**src/rtl/display_buf_scanner.sv**
```systemverilog
// Raster reader: streams the 160x80 frame region of the display buffer RAM to the
// LCD transmitter. Optional RGB332->RGB565 expansion under DISP_SCAN_RGB565_EN.
module display_buf_scanner #(
  parameter int LEN   = 12800,
  parameter int WIDTH = 8,
  parameter int X_MAX = 160,
  parameter int Y_MAX = 80,
  parameter int BASE  = 0,
  localparam int AW   = $clog2(LEN),
`ifdef DISP_SCAN_RGB565_EN
  localparam int PW   = 16
`else
  localparam int PW   = WIDTH
`endif
) (
  input  logic             clk,
  input  logic             rst,
  input  logic             start,
  output logic             busy,
  output logic             frame_done,
  output logic             buf_req,
  output logic [AW-1:0]    addr,
  output logic             rd_en,
  input  logic [WIDTH-1:0] dout,
  output logic [PW-1:0]    pix_data,
  output logic             pix_valid,
  input  logic             pix_ready,
  output logic             pix_last,
  output logic [1:0]       dbg_state
);

  localparam int TOTAL = X_MAX * Y_MAX;
  localparam int CW    = $clog2(TOTAL + 1);
  localparam logic [CW-1:0] TOTAL_C  = CW'(TOTAL);
  localparam logic [CW-1:0] LAST_IDX = CW'(TOTAL - 1);

  typedef enum logic [1:0] {
    IDLE  = 2'd0,
    SCAN  = 2'd1,
    DRAIN = 2'd2
  } state_t;

  state_t           state;
  logic [CW-1:0]    rd_ptr;
  logic [CW-1:0]    dcnt;
  logic [WIDTH-1:0] fifo_mem [4];
  logic [1:0]       wptr;
  logic [1:0]       rptr;
  logic [2:0]       count;
  logic             ret_p1;
  logic             ret_p2;
  logic [WIDTH-1:0] head_q;

  logic             pop;
  logic             push;
  logic [2:0]       remain;
  logic [2:0]       count_n;
  logic [2:0]       pending_n;
  logic [1:0]       rptr_n;
  logic [CW-1:0]    dcnt_n;
  logic             issue_ok;
  logic [WIDTH-1:0] head_n;

  // Handshake: a pixel transfers on every rising edge where pix_valid & pix_ready;
  // once raised, pix_valid and pix_data hold until that transfer happens.
  always_comb begin
    pop       = pix_valid & pix_ready;
    push      = ret_p2;
    remain    = count - {2'b00, pop};
    count_n   = remain + {2'b00, push};
    rptr_n    = rptr + {1'b0, pop};
    dcnt_n    = dcnt + {{(CW-1){1'b0}}, pop};
    // Reserve FIFO space for every read still travelling through the RAM pipeline.
    pending_n = count_n + {2'b00, rd_en} + {2'b00, ret_p1};
    issue_ok  = (rd_ptr < TOTAL_C) && (pending_n < 3'd4);
    head_n    = (remain == 3'd0) ? dout : fifo_mem[rptr_n];
  end

  always_ff @(posedge clk) begin
    if (push) fifo_mem[wptr] <= dout;
  end

  always_ff @(posedge clk or posedge rst) begin
    if (rst) begin
      state      <= IDLE;
      busy       <= 1'b0;
      frame_done <= 1'b0;
      buf_req    <= 1'b0;
      addr       <= '0;
      rd_en      <= 1'b0;
      rd_ptr     <= '0;
      dcnt       <= '0;
      wptr       <= '0;
      rptr       <= '0;
      count      <= '0;
      ret_p1     <= 1'b0;
      ret_p2     <= 1'b0;
      head_q     <= '0;
      pix_valid  <= 1'b0;
      pix_last   <= 1'b0;
    end else begin
      frame_done <= 1'b0;
      rd_en      <= 1'b0;
      ret_p1     <= rd_en;
      ret_p2     <= ret_p1;
      wptr       <= wptr + {1'b0, push};
      rptr       <= rptr_n;
      count      <= count_n;
      dcnt       <= dcnt_n;
      head_q     <= head_n;
      pix_valid  <= (count_n != 3'd0);
      pix_last   <= (count_n != 3'd0) && (dcnt_n == LAST_IDX);
      case (state)
        IDLE: begin
          if (start) begin
            state     <= (TOTAL == 1) ? DRAIN : SCAN;
            busy      <= 1'b1;
            buf_req   <= 1'b1;
            rd_en     <= 1'b1;
            addr      <= AW'(BASE);
            rd_ptr    <= CW'(1);
            dcnt      <= '0;
            wptr      <= '0;
            rptr      <= '0;
            count     <= '0;
            pix_valid <= 1'b0;
            pix_last  <= 1'b0;
          end
        end
        SCAN: begin
          if (issue_ok) begin
            rd_en  <= 1'b1;
            addr   <= AW'(BASE) + AW'(rd_ptr);
            rd_ptr <= rd_ptr + CW'(1);
            if (rd_ptr == LAST_IDX) state <= DRAIN;
          end
        end
        DRAIN: begin
          if (dcnt_n == TOTAL_C) begin
            state      <= IDLE;
            busy       <= 1'b0;
            buf_req    <= 1'b0;
            frame_done <= 1'b1;
          end
        end
        default: state <= IDLE;
      endcase
    end
  end

  assign dbg_state = state;

`ifdef DISP_SCAN_RGB565_EN
  // Replicate the high bits of each RGB332 field to fill the wider RGB565 field.
  assign pix_data = {head_q[7:5], head_q[7:6], head_q[4:2], head_q[4:2],
                     head_q[1:0], head_q[1:0], head_q[1]};
`else
  assign pix_data = head_q;
`endif

endmodule

```
**config.mk**
```make
export PLATFORM = sky130hd
export DESIGN_NAME = display_buf_scanner
export DESIGN_NICKNAME = d
export VERILOG_FILES = /design/src/rtl/display_buf_scanner.sv
export SDC_FILE = /design/constraint.sdc
export NUM_CORES = 1
export LEC_CHECK = 0
export CORE_MARGIN = 2
export CORE_UTILIZATION = 35
export CTS_BUF_LIST = sky130_fd_sc_hd__clkbuf_16
export DETAILED_ROUTE_END_ITERATION = 6
export PLACE_DENSITY = 0.59
export SYNTH_ARGS = -nofsm -noshare
export SYNTH_HDL_FRONTEND = slang
export SYNTH_SLANG_ARGS = --single-unit
export TNS_END_PERCENT = 5
```
**constraint.sdc**
```tcl
create_clock -name clk -period 2.7 [get_ports clk]
set_input_delay 0.54 -clock clk [delete_from_list [all_inputs] [get_ports clk]]
set_output_delay 0.54 -clock clk [all_outputs]
set_load 0.01 [all_outputs]
```
==> impl_metrics.json <==
{
  "grt_pass1_wl_um": 14400,
  "outcome": "finished clean",
  "final_nets": 425,
  "dpl_worst_slack_ns": -0.535,
  "cts_hold_buf": 0,
  "power_uw": 4370,
  "postRouteAntennaNets": 0,
  "grt_usage_pct": 14.5,
  "rsz0062_at_grt": "no",
  "ys.flop_type": "dfrtp_1",
  "vias": 2817,
  "pwr_density_cell_nw_per_um2": 815,
  "ctsLongestPathBuffers": 2,
  "grt_max_degree": 67,
  "overflow": 0,
  "synth_edf_count": 32,
  "critPathCaptureType": "flip-flop",
  "cts_tree": "built",
  "final_util_pct": 46.4,
  "leakage_uw": 0.00217,
  "setup.worst_path.class": "input port to flip-flop",
  "p_comb_share_pct": 27.8,
  "h-tree-depth": 3,
  "wl_per_cell_um": 15.9,
  "die_x_um": 113,
  "seqPwrFrac_pct": 41.1,
  "cp.arrival_ns": 2.78,
  "fin_crit_ns": 2.55,
  "holdCritPathClass": "flip-flop to flip-flop",
  "clkSinkCount": 98,
  "diodes": 0,
  "syn-num-nets": 354,
  "crit_fanout": 6,
  "finalSetupViolCount": 0,
  "p_sw_share_pct": 27.8,
  "cts.reportedPaths.clkPinSlew_ns": 0.07,
  "worst_pin_slew_ns": 0.765,
  "start_kind": "input port",
  "avgSynthCellArea_sq_um": 12.5,
  "worst_slack_ns": 0.150,
  "drt_iter0_drc": 189,
  "core_sq_um": 11600,
  "synth_seq_cells": 98,
  "die-height_um": 113,
  "crit_required_ns": 2.93,
  "via_per_inst": 5.08,
  "synth_area_sq_um": 4200,
  "final_layout_size_suffix_gt1_share_pct": 18.0,
  "syn_inst": 335,
  "io_pins": 42,
  "fp-row-count": 39,
  "drv_slew": 0,
  "yosys.cell_types.count": 46,
  "p_clk_share_pct": 31.1,
  "ys_async_sr_fraction_pct": 67.3,
  "peakVddDrop_v": 0.000380,
  "layout_common_cells": "66 x dfrtp_1, 43 x nand2_1, 40 x clkdlybuf4s50_1",
  "fill_cells": 1053,
  "antenna_found_initial": 0,
  "area_growth_pct": 27.9,
  "initial_utilization_pct": 36.3,
  "finalCritPeriodShare_pct": 94.4,
  "hold_viol_final": 0,
  "port_buffers": 41,
  "rr_worst_depth": 11,
  "firstDrtPassIters": 6,
  "worstHoldPathCells": 0,
  "skew_ns": 0.00803,
  "routabilityCongestion": 0.748,
  "p_int_uw": 3160,
  "clock.fmax_mhz": 392,
  "yosysWarningCount": 0,
  "clk_latency_ns": 0.35,
  "hpwlAfterDp_um": 5610,
  "grt_pass1_vias": 2844,
  "die-area_sq_um": 12900,
  "routed_wl_um": 8810,
  "p_sw_uw": 1220,
  "numCtsBuffers": 9,
  "remaining_drc_errors": 0,
  "clockRootBuffer": "clkbuf_16",
  "maxCapViolCount": 0,
  "final_common_cell": "dfrtp_1",
  "yosysSeqAreaShare_pct": 62.3,
  "relSlewSlack_pct": 48.8
}
-- area by class of cell --
| class | instances | area (sq um) | area share [%] |
|---|---|---|---|
| sequential | 98 | 2610 | 48.7 |
| multi-input combinational | 217 | 1520 | 28.4 |
| timing repair buffer | 72 | 702 | 13.1 |
| clock buffer | 9 | 225 | 4.20 |
| tap | 143 | 179 | 3.33 |
| clock inverter | 7 | 95.1 | 1.77 |
| inverter | 8 | 30.0 | 0.559 |
-- worst max-delay path: stages --
cell,delay [ns]
dlygate4sd2_1,0.26
nand2_2,0.12
nor2_2,0.05
ha_1,0.27
inv_1,0.07
ha_1,0.15
xor3_2,0.30
or3_4,0.44
a41oi_4,0.20
buf_12,0.15
buf_6,0.12
o21ai_0,0.09
-- cells in the mapped netlist, drive strengths merged, types with 2 or more instances --
cell type / number / share of area (%)
and3: 4 / 0.60
o31ai: 5 / 0.89
inv: 8 / 0.72
xor2: 10 / 2.1
a21o: 2 / 0.36
nand2: 44 / 3.9
nand3: 9 / 1.1
nor3: 5 / 0.60
a21oi: 6 / 0.72
and2: 6 / 0.89
o211ai: 4 / 0.72
clkbuf: 8 / 0.72
buf: 4 / 0.66
nand4: 8 / 1.3
mux2i: 3 / 0.72
xnor2: 9 / 1.9
mux4: 8 / 4.3
mux2: 8 / 2.1
nand2b: 3 / 0.45
or2: 2 / 0.30
nor4b: 2 / 0.42
edfxtp: 32 / 23
nor2: 27 / 2.4
nor4: 5 / 1.1
o21ai: 20 / 2.4
or3: 6 / 0.89
ha: 7 / 2.1
dfrtp: 66 / 39
-- metrics by stage --
stage               TNS (ns)  instances  hold slack (ns)  instance area [sq um]
floorplan                  0        335            0.360                   4200
global placement      -11.98        531            0.392                   4930
detailed placement    -14.01        531            0.395                   4930
CTS                        0        553            0.408                   5360
global route               0        554            0.423                   5370
finish                     0        554            0.401                   5370
-- sequential cells by signal, indices dropped and copies added, names as in the netlist, 2 cells and up --
register and flops:
dcnt 14, dbg_state 2, rptr 2, addr 14
count 3, rd_ptr 14, pix_data 8, wptr 2
fifo_mem 32
-- final timing paths --
| kind | from | to | slack (ns) |
|---|---|---|---|
| setup reg to reg | pix_valid | addr[10] | 0.18 |
| hold reg to reg | ret_p1 | push | 0.40 |
| min in group asynchronous | rst | dcnt[2] | 0.56 |
| setup / recovery | pix_ready | addr[10] | 0.15 |
| max in group asynchronous | rst | addr[5] | 1.81 |
| hold / removal | ret_p1 | push | 0.40 |
-- layer usage --
layer,track usage [%],share of wire [%]
met4,4.63,1.2
met1,17.7,43
met5,0,0
met3,4.62,4.2
met2,24.7,51
-- power by group through the flow --
stage	clock [uW]	sequential [uW]	combinational, uW
finish	1360	1800	1220
global route	1460	1810	1340
CTS	1410	1790	1220
detailed placement	0	1820	1200
global placement	0	1820	1180
floorplan	0	1840	679
-- cells by family after synthesis --
family,after synthesis,share of synthesized area (%)
buffers and inverters,20,2.09
DFF,98,62.3
muxes,19,7.16
adders and majority gates,7,2.09
xor gates and xnor gates,20,4.56
AOI/OAI and AO/OA,45,6.83
and+or+nand+nor,126,15.0
-- repair_timing --
action                                  in CTS  in global routing
cloned                                       4                  0
pin swaps                                    4                  1
endpoints found under the setup margin      28                 26
gates resized for setup                     15                  1
setup buffers                                2                  1
(Power assumes the default switching activity.)
